$ cat config.mk
export PLATFORM = sky130hd
export DESIGN_NAME = mul_hilo_unit
export DESIGN_NICKNAME = d
export VERILOG_FILES = /design/src/rtl/alu_func_pkg.sv /design/src/rtl/mul_shift_add_step.sv /design/src/rtl/mul_hilo_unit.sv
export SDC_FILE = /design/constraint.sdc
export NUM_CORES = 1
export LEC_CHECK = 0
export ABC_AREA = 1
export BUFFER_PORTS_ARGS = -buffer_cell sky130_fd_sc_hd__buf_4
export CAP_MARGIN = 20
export CORE_UTILIZATION = 55
export CTS_BUF_LIST = sky130_fd_sc_hd__clkbuf_8
export DETAILED_ROUTE_END_ITERATION = 7
export PLACE_DENSITY = 0.86
export RECOVER_POWER = 100
export SLEW_MARGIN = 10
export SYNTH_ARGS = -nofsm -noshare
export SYNTH_HDL_FRONTEND = slang
export SYNTH_SLANG_ARGS = --single-unit
$ cat constraint.sdc
create_clock -name clk -period 7.4 [get_ports clk]
set_input_delay 1.11 -clock clk [delete_from_list [all_inputs] [get_ports clk]]
set_output_delay 1.11 -clock clk [all_outputs]
set_load 0.02 [all_outputs]
$ cat src/rtl/alu_func_pkg.sv
// Function codes shared by ALU control, ALU, shifter and the HI/LO multiplier,
// plus the multiplier's control state encoding.
package alu_func_pkg;

    localparam logic [5:0] AND       = 6'b100100;
    localparam logic [5:0] OR        = 6'b100101;
    localparam logic [5:0] ADD       = 6'b100000;
    localparam logic [5:0] SUB       = 6'b100010;
    localparam logic [5:0] SLT       = 6'b101010;
    localparam logic [5:0] SRL       = 6'b000010;
    localparam logic [5:0] MUL       = 6'b011001;
    localparam logic [5:0] MFHI      = 6'b010000;
    localparam logic [5:0] MFLO      = 6'b010010;
    localparam logic [5:0] OPEN_HILO = 6'b111111;

    typedef enum logic [1:0] {
        IDLE = 2'd0,
        RUN  = 2'd1,
        DONE = 2'd2
    } mul_state_t;

endpackage

$ cat src/rtl/mul_shift_add_step.sv
// One shift-add multiply iteration on the {p_hi, p_lo} product register.
module mul_shift_add_step #(
    parameter int WIDTH = 32
) (
    input  logic [WIDTH-1:0] p_hi,
    input  logic [WIDTH-1:0] p_lo,
    input  logic [WIDTH-1:0] mcand,
    output logic [WIDTH-1:0] next_hi,
    output logic [WIDTH-1:0] next_lo
);

    logic [WIDTH:0] sum;

    always_comb begin
        sum = {1'b0, p_hi};
        if (p_lo[0]) begin
            sum = {1'b0, p_hi} + {1'b0, mcand};
        end
    end

    // Carry is kept: the 65-bit {sum, p_lo} shifts right by one.
    assign next_hi = sum[WIDTH:1];
    assign next_lo = {sum[0], p_lo[WIDTH-1:1]};

endmodule

$ cat src/rtl/mul_hilo_unit.sv
// Sequential unsigned multiplier driven by the ALU control SignaltoMUL stream,
// with a HI/LO register pair committed on OPEN_HILO and read via MFHI/MFLO.
//
// state | meaning
// IDLE  | waiting for MUL; first MUL edge latches operands and runs iteration 0
// RUN   | iterating while Signal stays MUL; any other code aborts
// DONE  | product complete, waiting for OPEN_HILO to commit into HI/LO
module mul_hilo_unit
    import alu_func_pkg::*;
#(
    parameter int WIDTH = 32,
    parameter int ITER  = 32
) (
    input  logic             clk,
    input  logic             rst_n,
    input  logic [5:0]       Signal,
    input  logic [WIDTH-1:0] dataA,
    input  logic [WIDTH-1:0] dataB,
    output logic [WIDTH-1:0] hi,
    output logic [WIDTH-1:0] lo,
    output logic [WIDTH-1:0] dataOut,
    output logic             busy,
    output logic             ready
);

    localparam int CW = $clog2(ITER);
    localparam logic [CW-1:0] LAST = CW'(ITER - 1);

    mul_state_t       state;
    logic [CW-1:0]    count;
    logic [WIDTH-1:0] mcand;
    logic [WIDTH-1:0] p_hi;
    logic [WIDTH-1:0] p_lo;
    logic [WIDTH-1:0] step_hi_in;
    logic [WIDTH-1:0] step_lo_in;
    logic [WIDTH-1:0] step_mcand;
    logic [WIDTH-1:0] step_hi;
    logic [WIDTH-1:0] step_lo;

    // Iteration 0 works straight from the ports so no extra load cycle is needed.
    always_comb begin
        step_hi_in = p_hi;
        step_lo_in = p_lo;
        step_mcand = mcand;
        if (state == IDLE) begin
            step_hi_in = '0;
            step_lo_in = dataB;
            step_mcand = dataA;
        end
    end

    mul_shift_add_step #(.WIDTH(WIDTH)) u_step (
        .p_hi    (step_hi_in),
        .p_lo    (step_lo_in),
        .mcand   (step_mcand),
        .next_hi (step_hi),
        .next_lo (step_lo)
    );

    always_ff @(posedge clk or negedge rst_n) begin
        if (!rst_n) begin
            state <= IDLE;
            count <= '0;
            mcand <= '0;
            p_hi  <= '0;
            p_lo  <= '0;
            hi    <= '0;
            lo    <= '0;
        end else begin
            case (state)
                IDLE: begin
                    if (Signal == MUL) begin
                        mcand <= dataA;
                        p_hi  <= step_hi;
                        p_lo  <= step_lo;
                        count <= CW'(1);
                        state <= RUN;
                    end
                end
                RUN: begin
                    if (Signal == MUL) begin
                        p_hi  <= step_hi;
                        p_lo  <= step_lo;
                        count <= count + CW'(1);
                        if (count == LAST) begin
                            state <= DONE;
                        end
                    end else begin
                        state <= IDLE;
                    end
                end
                DONE: begin
                    if (Signal == OPEN_HILO) begin
                        hi    <= p_hi;
                        lo    <= p_lo;
                        state <= IDLE;
                    end else if (Signal != MUL) begin
                        state <= IDLE;
                    end
                end
                default: state <= IDLE;
            endcase
        end
    end

    assign busy  = (state == RUN);
    assign ready = (state == DONE);

    always_comb begin
        dataOut = '0;
        if (Signal == MFHI) begin
            dataOut = hi;
        end else if (Signal == MFLO) begin
            dataOut = lo;
        end
    end

endmodule
# --- After elaboration in Yosys (flattened, before gate mapping) ---
# Cells that the tools add are included.
# W data, S select, Z words.
word_totals:
  regBits: 167
  word_cells: 44
op_classes:
  add_sub_neg: 2
  muxes: 15
  n_reduce_logical: 8
  eq_ne: 12
op_table:
  columns: ["operator", "n"]
  rows:
  - ["$mux W32", 5]
  - ["$add A32 B32 Y33", 1]
  - ["$mux W33", 1]
  - ["$eq A6 B5 Y1 const B", 3]
  - ["$mux W2", 5]
  - ["$mux W5", 2]
  - ["$pmux W5 S2", 1]
  - ["$eq A6 B6 Y1 const B", 1]
  - ["$ne A6 B5 Y1 const B", 1]
  - ["$pmux W2 S3", 1]
  - ["$reduce_and A2 Y1", 3]
  - ["$reduce_and A3 Y1", 2]
  - ["$add A5 B1 Y5 const B", 1]
  - ["$eq A5 B5 Y1 const B", 1]
  - ["$ne A2 B1 Y1 const B", 2]
  - ["$ne A3 B1 Y1 const B", 1]
  - ["$ne A3 B2 Y1 const B", 1]
  - ["$eq A2 B1 Y1 const B", 1]
  - ["$eq A2 B2 Y1 const B", 1]
  - ["$logic_not A2 Y1", 1]
  - ["$reduce_bool A2 Y1", 1]
  - ["$reduce_or A2 Y1", 1]

# --- Longest topological paths before layout ---
# Gate-level depths: netlist of run 1.
logic_depth:
  ltp_word: 4
  depth_mapped: 22
  depth_no_buf: 19

# --- Hierarchy ---
# A second synthesis of run 1 with hierarchy kept.
hier_totals:
  hier_cells: 1528
  area_unflattened_um2: 10785.3
by_module_without_submodules:
  columns: ["module", "cells_per_inst", "seq_area_each_um2", "area_each_um2", "instances"]
  rows:
  - ["mul_hilo_unit", 917, 4179.0, 7744.9, 1]
  - ["mul_shift_add_step", 611, 0.0, 3040.4, 1]

# --- Least setup slack after synthesis of run 1 ---
# No wires, ideal clock.
synth_path:
  path_type: "flip-flop to flip-flop"
  startpoint: "reg state[1]"
  endpoint: "reg p_hi[21]"
  stages_incl_launch_ff: 23
  slack_ns: 4.236
  path_buffers: 3
  arrival_time_ns: 3.035
  t_required_ns: 7.271
  setup_ns: 0.129
  period_less_slack_ns: 3.164
  cell_sequence: "dfrtp_1 > inv_2 > nand2_4 > buf_12 > clkbuf_1 > buf_1 > nand2_1 > o21ai_0 > ha_1 > inv_1 > fa_1 > o21ai_0 > nand3_1 > nand2_1 > nand3_1 > nand2_1 > nand2_1 > nand2_2 > nand2_1 > nand2_1 > a21oi_1 > o21ai_0 > nand3_1"
synth_between:
  elab_chain_len: 4
synth_rtl:
  columns: ["item", "line_no", "source"]
  rows:
  - ["start, declared", "mul_hilo_unit.sv:29", "mul_state_t state;"]
  - ["start signal, assigned", "mul_hilo_unit.sv:62", "state <= IDLE;"]
  - ["start signal, assigned", "mul_hilo_unit.sv:77", "state <= RUN;"]
  - ["start signal, assigned", "mul_hilo_unit.sv:86", "state <= DONE;"]
  - ["$logic_not A2 Y1", "mul_hilo_unit.sv:45, mul_hilo_unit.sv:70", null]
  - ["$mux W32", "mul_hilo_unit.sv:45", "if (state == IDLE) begin"]
  - ["$add A32 B32 Y33", "mul_shift_add_step.sv:17", "sum = {1'b0, p_hi} + {1'b0, mcand};"]
  - ["$mux W33", "mul_shift_add_step.sv:16", "if (p_lo[0]) begin"]
  - ["end signal, assigned", "mul_hilo_unit.sv:74", "p_hi <= step_hi;"]
  - ["end signal, assigned", "mul_hilo_unit.sv:82", "p_hi <= step_hi;"]
  - ["end, declared", "mul_hilo_unit.sv:32", "logic [WIDTH-1:0] p_hi;"]
# Several ways; a longest one is shown, not always the timed one.
# A chain may end at the register's enable or synchronous reset.

# --- Worst setup path after layout of run 1 ---
layout_path:
  startpoint: "in Signal[1]"
  endpoint: "reg hi[15]"
layout_between:
  elab_chain_len: 2
layout_rtl:
  columns: ["item", "line_no", "source"]
  rows:
  - ["start, declared", "mul_hilo_unit.sv:16", "input logic [5:0] Signal,"]
  - ["$eq A6 B6 Y1", "mul_hilo_unit.sv:93", "if (Signal == OPEN_HILO) begin"]
  - ["$reduce_and A2 Y1 (no source line)", null, null]
  - ["end signal, assigned", "mul_hilo_unit.sv:94", "hi <= p_hi;"]
  - ["end, declared", "mul_hilo_unit.sv:19", "output logic [WIDTH-1:0] hi,"]
# Every way passes these cells.

==> results of run 1 <==
-- flip-flops by register name (all words and copies together) (netlist names) --
name / cells
count: 5
lo: 32
mcand: 32
state: 2
hi: 32
p_hi: 32
p_lo: 32
-- cell families after synthesis --
logic type	after synthesis	share of synthesized area (%)
buffers and inverters	302	11.7
DFF	167	41.5
adders and majority gates	32	4.05
AOI/OAI and AO/OA	339	19.1
xor gates and xnor gates	8	0.695
and+or+nand+nor	527	23.0
-- Yosys cell counts (all sizes together) --
| cell | count | area share [%] |
|---|---|---|
| o221ai | 5 | 0.43 |
| clkbuf | 45 | 1.7 |
| a22oi | 7 | 0.52 |
| ha | 31 | 3.9 |
| dfrtp | 167 | 41 |
| nor3 | 5 | 0.25 |
| a21o | 5 | 0.37 |
| a21oi | 58 | 2.9 |
| xor2 | 4 | 0.35 |
| o21a | 2 | 0.15 |
| a21boi | 8 | 0.60 |
| nor2 | 83 | 3.4 |
| nor3b | 1 | 0.075 |
| fa | 1 | 0.20 |
| o211ai | 36 | 2.7 |
| o21ai | 179 | 8.9 |
| buf | 17 | 1.0 |
| or2 | 4 | 0.25 |
| nand4 | 12 | 0.75 |
| a211o | 1 | 0.087 |
| a31oi | 1 | 0.062 |
| nand3b | 3 | 0.22 |
| a41oi | 1 | 0.087 |
| a2bb2oi | 1 | 0.087 |
| nand3 | 75 | 4.4 |
| inv | 240 | 8.9 |
| nor4 | 7 | 0.43 |
| nand2 | 337 | 13 |
| o21bai | 2 | 0.15 |
| o31ai | 1 | 0.075 |
| xnor2 | 4 | 0.35 |
| o22ai | 32 | 2.0 |
-- metal layers --
metal	up-vias	track usage (%)
li1	4742	-
met3	46	5.15
met2	358	48.8
met1	4482	39.7
met5	-	0
met4	0	10.1
-- layout by cell type (no fill, tap or decap), types with 7 or more instances in the layout --
| cell | count |
|---|---|
| nor4_1 | 7 |
| a21boi_0 | 8 |
| buf_4 | 74 |
| nor2_2 | 8 |
| dfrtp_1 | 167 |
| nand3_1 | 68 |
| o21ai_0 | 176 |
| inv_1 | 232 |
| clkbuf_1 | 102 |
| nor2_1 | 72 |
| inv_2 | 9 |
| a22oi_1 | 7 |
| nand2_2 | 12 |
| ha_1 | 31 |
| nand4_1 | 12 |
| clkbuf_8 | 17 |
| o211ai_1 | 36 |
| o22ai_1 | 32 |
| nand2_1 | 323 |
| a21oi_1 | 58 |
-- worst max-delay path, delay by kind of cell --
family / cells / cell delay, ps
AOI/OAI and AO/OA: 1 / 450
buffers and inverters: 3 / 3090
and+or+nand+nor: 2 / 330
-- cell type report --
class	count	share of cell area, %
repair buffers	179	8.57
well taps	229	2.50
flip-flops and latches	167	36.5
multi-input cells	906	41.0
clock inverters	15	1.45
clock buffers	17	2.04
inverters	240	7.87
-- worst paths after layout --
check,from,end,depth (start not counted)
hold / removal,mcand[30]$_DFFE_PN0P_,mcand[30]$_DFFE_PN0P_,2
min in group asynchronous,rst_n,mcand[27]$_DFFE_PN0P_,1
setup / recovery,Signal[1],hi[15]$_DFFE_PN0P_,6
max in group asynchronous,rst_n,lo[14]$_DFFE_PN0P_,3
setup reg to reg,state[1]$_DFFE_PN0P_,p_hi[29]$_DFFE_PN0P_,19
hold reg to reg,mcand[30]$_DFFE_PN0P_,mcand[30]$_DFFE_PN0P_,2
-- per-stage QoR --
step                      area (um2)  power [mW]
after CTS                      11800        2.07
after global placement         11400        1.40
after floorplan                10100        1.28
final                          11400        2.07
after detailed placement       11400        1.41
after global routing           11400        2.17
-- power by group through the flow --
stage,sequential (mW),clock [mW],combinational [mW]
2_1_floorplan,1.08,0,0.204
3_3_place_gp,1.08,0,0.312
3_5_place_dp,1.09,0,0.322
4_1_cts,1.07,0.676,0.324
5_1_grt,1.09,0.716,0.369
6_report,1.07,0.669,0.325
==> metrics.md, run 1 <==
| Metric | Value |
|---|---|
| Status | complete, but fails checks |
| Failing checks | max-capacitance violations, max-slew violations |
| Initial antenna violation count | 0 |
| Leakage power | 5.54 nW |
| Worst slack at placement | 3480 ps |
| Cell total after placement | 1720 |
| IO Pins | 170 |
| CP startpoint kind | primary input |
| Class of the worst hold path | reg2reg |
| Post-Route WL | 27.3 mm |
| Worst Path Arrival | 5030 ps |
| DIE WIDTH | 137 um |
| Tcrit/Tclk final | 65.9% |
| Via count | 9628 |
| Reg power frac | 52.0% |
| Total grt overflow | 0 |
| Antenna cells | 0 |
| Combinational share of power | 15.7% |
| Switching part of the total power | 31.4% |
| Post-DP HPWL | 19.7 mm |
| First drt pass iteration count | 6 |
| Fill cells | 1722 |
| R2R Setup Slk | 2520 ps |
| Synth Instances | 1375 |
| # DRC | 0 |
| Max VDD drop | 0.0000924 V |
| ANT nets after route | 0 |
| Initial Utilization | 56.1% |
| Layout Utilization | 63.7% |
| RSZ-0062 raised after global routing | no |
| DRT iter0 DRCs | 772 |
| PortBufs | 169 |
| Core area | 18000 um2 |
| TritonCTS clock tree | yes |
| Number of clock sinks | 167 |
| Fraction of layout cells with a size suffix above 1 | 10.0% |
| Yosys warns | 0 |
| Routed vias/inst | 5.49 |
| Max Cap Violations | 5 |
| Final Instance Count excl. Fillers | 1753 |
| Syn Nets | 1479 |
| H-tree Lvls | 4 |
| Min setup slack post-route | 2520 ps |
| Final min period | 4880 ps |
| Clk slew on worst S/H paths | 100 ps |
| Power per cell area | 181 nW/um2 |
| Die height | 137 um |
| CTS root buf | clkbuf_8 |
| All-Layer GR Usage | 29.7% |
| Min Hold Slack | 491 ps |
| Hold Buf Count CTS | 0 |
| Crit Path Class | in2reg |
| M1 wire length | 12.0 mm |
| First-pass GRT wire length | 43.1 mm |
| Number of distinct library cells after synthesis | 47 |
| FF+latch area | 4180 um2 |
| Area grow syn2layout | 13.6% |
| Metal3 WL | 1.81 mm |
| # rows | 49 |
| Total CTS buffers | 17 |
| PostCTS Resize Cnt | 0 |
| Total die area | 18900 um2 |
| Max Freq | 205 MHz |
| Met2 wire len | 12.9 mm |
| Psw | 0.650 mW |
| Final setup viols | 0 |
| Clk_lat worst skew | 470 ps |
| Wirelength per Cell | 15.6 um |
| Slowest cell on crit path | clkbuf_1 |
| GPL Wtd Cong | 0.992 |
| Final Slew Violations | 324 |
| Crit end category | flip-flop |
| Sequential fraction of the synthesis area | 41.5% |
| Syn Area/Cell | 7.33 um2 |
| Slew headroom | -172% |
| Crit path max fanout | 118 |
| Post-Route Setup TNS | 0 ps |
| Post-CTS setup buffers | 0 |
| Post-synthesis register bit count | 167 |
| Mapped Area | 10100 um2 |
| Nets | 1615 |
| Worst endpoint required time | 7550 ps |
| Crit-path cells | clkbuf_4 -> inv_1 -> nor4_1 -> nand4_1 -> clkbuf_1 -> o21ai_0 |
| Area occupied by multi-input gates | 4700 um2 |
| Clock share of power | 32.3% |
| Vias in the first global route | 8767 |
| Final hold viol count | 0 |
| Crit path largest cell delay | 2890 ps |
| Pin count of the biggest net entering global routing | 119 |
| P_int | 1.42 mW |
| Worst-Margin Slew | 4080 ps |
| Highest metal used | met4 |
| Clk_skew | 12.2 ps |
| Clock buffer depth | 2 |
No activity file was read; power rests on OpenSTA's default activity.
==> inputs of run 2 (changes only) <==
==> constraint.sdc (replaced) <==
create_clock -name clk -period 5 [get_ports clk]
set_input_delay 0.75 -clock clk [delete_from_list [all_inputs] [get_ports clk]]
set_output_delay 0.75 -clock clk [all_outputs]
set_load 0.02 [all_outputs]
==> metrics.md, run 2 (synthesized netlist as in run 1, its figures left out) <==
| Metric | Value |
|---|---|
| Leakage power | 5.53 nW |
| H-tree Lvls | 4 |
| Final hold viol count | 0 |
| Worst-Margin Slew | 2740 ps |
| Via count | 9828 |
| Clk slew on worst S/H paths | 90 ps |
| CTS root buf | clkbuf_8 |
| Commonest cells after routing, fill and taps aside | nand2_1 (322), inv_1 (234), o21ai_0 (175) |
| IO Pins | 170 |
| # rows | 49 |
| Slew headroom | -82.7% |
| Area grow syn2layout | 13.2% |
| Final setup viols | 0 |
| All-Layer GR Usage | 30.9% |
| # DRC | 0 |
| DRT iter0 DRCs | 1018 |
| Class of the worst hold path | reg2reg |
| Total CTS buffers | 17 |
| Crit end category | flip-flop |
| Status | complete, but fails checks |
| Worst slack at placement | 1480 ps |
| Final Slew Violations | 411 |
| Number of clock sinks | 167 |
| Die height | 137 um |
| Max Cap Violations | 6 |
| Power per cell area | 265 nW/um2 |
| Hold Buf Count CTS | 0 |
| Commonest non-fill, non-tap cell in the layout | nand2_1 |
| Routed vias/inst | 5.61 |
| Initial antenna violation count | 0 |
| Total grt overflow | 0 |
| Clk_skew | 18.5 ps |
| Max Freq | 256 MHz |
| Post-DP HPWL | 20.4 mm |
| Fraction of layout cells with a size suffix above 1 | 9.98% |
| First-pass GRT wire length | 44.8 mm |
| PortBufs | 169 |
| Crit path max fanout | 82 |
| Crit Path Class | in2reg |
| Initial Utilization | 56.1% |
| DIE WIDTH | 137 um |
| Vias in the first global route | 8855 |
| Tcrit/Tclk final | 78.2% |
| Worst Path Arrival | 4260 ps |
| Final min period | 3910 ps |
| Post-Route WL | 28.2 mm |
| PostCTS Resize Cnt | 0 |
| ANT nets after route | 0 |
| Nets | 1615 |
| Antenna cells | 0 |
| RSZ-0062 raised after global routing | no |
| Fill cells | 1703 |
| Top Family by Delay on Critical Path | buffers and inverters |
| Worst endpoint required time | 5350 ps |
| Post-Route Setup TNS | 0 ps |
| Min setup slack post-route | 1090 ps |
| Crit-path cells | clkbuf_4 -> inv_1 -> nor4_1 -> nand3_1 -> nor2_4 -> clkbuf_2 -> nand2_1 -> inv_1 -> nand2_1 -> o221ai_1 |
| CP startpoint kind | primary input |
| Slowest cell on crit path | clkbuf_2 |
| Core area | 18000 um2 |
| CP Buf/Inv Count | 4 |
| Clock buffer depth | 2 |
| GPL Wtd Cong | 0.983 |
| Max VDD drop | 0.000193 V |
| Failing checks | max-capacitance violations, max-slew violations |
| Total die area | 18900 um2 |
| Clk_lat worst skew | 470 ps |
| TritonCTS clock tree | yes |
| Wirelength per Cell | 16.1 um |
| Post-CTS setup buffers | 0 |
| First drt pass iteration count | 6 |
| Crit path largest cell delay | 1080 ps |
| Pin count of the biggest net entering global routing | 129 |
run 2: changes by cell type in the layout (fill, tap and decap cells not counted), sizes merged:
cell / before / now
buf: 75 / 73
clkbuf: 121 / 123
clkinv: 4 / 3
run 2: final timing paths:
check | startpoint | endpoint | slack, ps | cells past startpoint
setup reg to reg | state[1]$_DFFE_PN0P_ | p_hi[21]$_DFFE_PN0P_ | 1250 | 19
min in group asynchronous | rst_n | mcand[26]$_DFFE_PN0P_ | 1140 | 1
hold reg to reg | mcand[26]$_DFFE_PN0P_ | mcand[26]$_DFFE_PN0P_ | 490 | 2
max in group asynchronous | rst_n | lo[29]$_DFFE_PN0P_ | 1420 | 2
hold / removal | mcand[26]$_DFFE_PN0P_ | mcand[26]$_DFFE_PN0P_ | 490 | 2
setup / recovery | Signal[0] | p_hi[13]$_DFFE_PN0P_ | 1090 | 10
run 2: area by class of cell:
class | instances | area, um2 | share of cell area [%]
multi-input combinational | 906 | 4710 | 41.3
clock buffer | 17 | 234 | 2.05
clock inverter | 14 | 140 | 1.23
sequential | 167 | 4180 | 36.6
inverter | 240 | 901 | 7.90
tap | 229 | 287 | 2.51
timing repair buffer | 179 | 955 | 8.37
run 2: per-stage QoR:
step | std cells | utilization [%] | cell area, um2 | total power [mW] | hold slack [ps]
6_report | 1752 | 63.5 | 11400 | 3.02 | 490
3_5_place_dp | 1721 | 63.7 | 11400 | 2.09 | 471
3_3_place_gp | 1721 | 63.7 | 11400 | 2.07 | 462
5_1_grt | 1752 | 63.5 | 11400 | 3.17 | 508
4_1_cts | 1752 | 65.8 | 11800 | 3.03 | 458
2_1_floorplan | 1375 | - | 10100 | 1.90 | 448
run 2: where the power goes:
group          switching [mW]  internal [mW]
Clock                   0.549          0.404
Combinational           0.314          0.166
Sequential             0.0754           1.52
Total                   0.939           2.09
run 2: routing by layer:
metal	part of all wire (%)	vias to the layer above	GRT usage, %	routed length [um]
met5	0	-	0	0
met4	1.9	0	8.79	526
met3	7.9	51	5.11	2230
met2	47	428	50.3	13300
met1	43	4614	42.4	12100
li1	-	4735	-	-
run 2: worst register-to-register path, delay by kind of cell (launching register included):
kind,cells,cell delay (ps)
fa+ha+maj,2,620
compound gates,4,600
buf+inv,2,210
simple gates,11,1710
flops,1,490
==> inputs of run 3 (changes only) <==
--- a/config.mk
+++ b/config.mk
@@ -8,10 +8,10 @@
 export ABC_AREA = 1
 export BUFFER_PORTS_ARGS = -buffer_cell sky130_fd_sc_hd__buf_4
 export CAP_MARGIN = 20
-export CORE_UTILIZATION = 55
+export CORE_UTILIZATION = 53
 export CTS_BUF_LIST = sky130_fd_sc_hd__clkbuf_8
 export DETAILED_ROUTE_END_ITERATION = 7
-export PLACE_DENSITY = 0.86
+export PLACE_DENSITY = 0.87
 export RECOVER_POWER = 100
 export SLEW_MARGIN = 10
 export SYNTH_ARGS = -nofsm -noshare
==> constraint.sdc (replaced) <==
create_clock -name clk -period 3.43 [get_ports clk]
set_input_delay 0.5145 -clock clk [delete_from_list [all_inputs] [get_ports clk]]
set_output_delay 0.5145 -clock clk [all_outputs]
set_load 0.02 [all_outputs]
==> metrics.md, run 3 (synthesized netlist as in run 1, its figures left out) <==
| Metric | Value |
|---|---|
| Top Family by Delay on Critical Path | simple AND/OR/NAND/NOR gates |
| Combinational share of power | 15.7% |
| Crit path largest cell delay | 550 ps |
| Fraction of layout cells with a size suffix above 1 | 10.4% |
| Area grow syn2layout | 14.1% |
| ANT nets after route | 0 |
| Crit end category | flip-flop |
| Total grt overflow | 0 |
| Crit Path Class | reg2reg |
| Crit-path cells | nor2_4 -> buf_4 -> nand2_1 -> nand2_1 -> ha_1 -> a21oi_1 -> nor2_1 -> nor2_1 -> inv_1 -> nand2_1 -> nand2_1 -> inv_1 -> nand2_1 -> nand2_1 -> nand3_1 -> a21boi_0 |
| Final Slew Violations | 299 |
| Number of clock sinks | 167 |
| H-tree Lvls | 4 |
| Reg2reg path depth | 16 |
| Reg2reg end | p_hi[20]$_DFFE_PN0P_ |
| Die height | 140 um |
| CP most frequent cell | nand2_1 |
| Max Cap Violations | 4 |
| Worst setup path endpoint | p_hi[20]$_DFFE_PN0P_ |
| Clk_skew | 16.3 ps |
| Pwr Total | 4.45 mW |
| Final hold viol count | 0 |
| Clock share of power | 32.2% |
| Slew headroom | -40.1% |
| DIE WIDTH | 140 um |
| Power per cell area | 387 nW/um2 |
| Total CTS buffers | 17 |
| Reg power frac | 52.1% |
| CTS root buf | clkbuf_8 |
| Status | complete, but fails checks |
| Clk_lat worst skew | 480 ps |
| P_int | 3.06 mW |
| Clk slew on worst S/H paths | 100 ps |
| Post-CTS setup buffers | 0 |
| Vias in the first global route | 9016 |
| R2R Setup Slk | 280 ps |
| IO Pins | 170 |
| Switching part of the total power | 31.2% |
| Initial antenna violation count | 0 |
| Worst-Margin Slew | 2100 ps |
| RSZ-0062 raised after global routing | no |
| Worst reg2reg startpoint | state[0]$_DFFE_PN0P_ |
| Routed vias/inst | 5.56 |
| # rows | 50 |
| Fill cells | 1792 |
| PostCTS Resize Cnt | 0 |
| Failing checks | max-capacitance violations, max-slew violations |
| Final min period | 3150 ps |
| Psw | 1.39 mW |
| Levels on crit path | 16 |
| CP startpoint kind | flip-flop |
| DRT iter0 DRCs | 868 |
| PortBufs | 169 |
| Hold Buf Count CTS | 0 |
| Wirelength per Cell | 15.9 um |
| Via count | 9825 |
| Worst endpoint required time | 3820 ps |
| Nets | 1624 |
| Total die area | 19600 um2 |
| Tcrit/Tclk final | 92.0% |
| Leakage power | 5.58 nW |
| Post-DP HPWL | 21.2 mm |
| Commonest cells after routing, fill and taps aside | nand2_1 (323), inv_1 (232), o21ai_0 (174) |
| Core area | 18600 um2 |
| Class of the worst hold path | in2reg |
| Post-Route WL | 28.0 mm |
| Setup crit start | state[0]$_DFFE_PN0P_ |
| Final setup viols | 0 |
| Slowest cell on crit path | nor2_4 |
| Hold Crit Depth | 3 |
| Worst Path Arrival | 3540 ps |
| All-Layer GR Usage | 29.4% |
| Clock buffer depth | 2 |
| First drt pass iteration count | 6 |
| CP Buf/Inv Count | 3 |
| Antenna cells | 0 |
| Commonest non-fill, non-tap cell in the layout | nand2_1 |
| Post-Route Setup TNS | 0 ps |
| Max VDD drop | 0.000236 V |
| Max Freq | 317 MHz |
| # DRC | 0 |
| Crit path max fanout | 26 |
| Initial Utilization | 54.0% |
| GPL Wtd Cong | 0.953 |
| First-pass GRT wire length | 45.1 mm |
| TritonCTS clock tree | yes |
| Pin count of the biggest net entering global routing | 129 |
[run 3: cell count changes in the layout (fill, tap and decap cells not counted), sizes merged]
cell    delta
clkbuf     +3
clkinv     -1
buf        +6
inv        +2
[run 3: worst min-delay path by stage]
stage          slack [ps]                     to                  from
2_1_floorplan         220   count[0]$_DFFE_PN0P_                 rst_n
3_3_place_gp          460   count[4]$_DFFE_PN0P_  count[4]$_DFFE_PN0P_
3_5_place_dp          470   mcand[3]$_DFFE_PN0P_  mcand[3]$_DFFE_PN0P_
4_1_cts                90  mcand[26]$_DFFE_PN0P_                 rst_n
5_1_grt               280   p_lo[11]$_DFFE_PN0P_             dataB[12]
6_report              300   p_lo[28]$_DFFE_PN0P_             dataB[29]
[run 3: stage by stage]
stage | area (um2) | setup slack, ps | util (%) | hold WS, ps | std cells
2_1_floorplan | 10100 | 266 | - | 219 | 1375
4_1_cts | 12000 | 250 | 64.1 | 89.9 | 1767
6_report | 11500 | 276 | 61.7 | 296 | 1767
5_1_grt | 11500 | 5.24 | 61.7 | 278 | 1767
3_3_place_gp | 11600 | 388 | 62.0 | 461 | 1735
3_5_place_dp | 11600 | 276 | 62.0 | 473 | 1735
[run 3: cell type report]
type / count / area, um2 / area share [%]
tap: 234 / 293 / 2.55
multi-input combinational: 906 / 4710 / 40.9
clock inverter: 15 / 161 / 1.40
inverter: 240 / 901 / 7.84
timing repair buffer: 188 / 1020 / 8.90
clock buffer: 17 / 234 / 2.04
sequential: 167 / 4180 / 36.3
[run 3: power by group through the flow]
| stage | sequential, mW | combinational, mW | clock [mW] |
|---|---|---|---|
| 6_report | 2.32 | 0.698 | 1.43 |
| 2_1_floorplan | 2.32 | 0.441 | 0 |
| 4_1_cts | 2.32 | 0.702 | 1.44 |
| 3_3_place_gp | 2.34 | 0.672 | 0 |
| 5_1_grt | 2.34 | 0.791 | 1.53 |
| 3_5_place_dp | 2.35 | 0.698 | 0 |
[run 3: layer usage]
layer	track usage [%]	up-vias	routed length (um)
met3	4.47	64	2020
li1	-	4752	-
met5	0	-	0
met1	40.2	4598	12100
met2	47.3	411	13100
met4	10.6	0	754
[run 3: tightest hold or removal path, stage by stage]
cell and delay [ps]:
buf_4 80, o211ai_1 80, o21ai_0 70
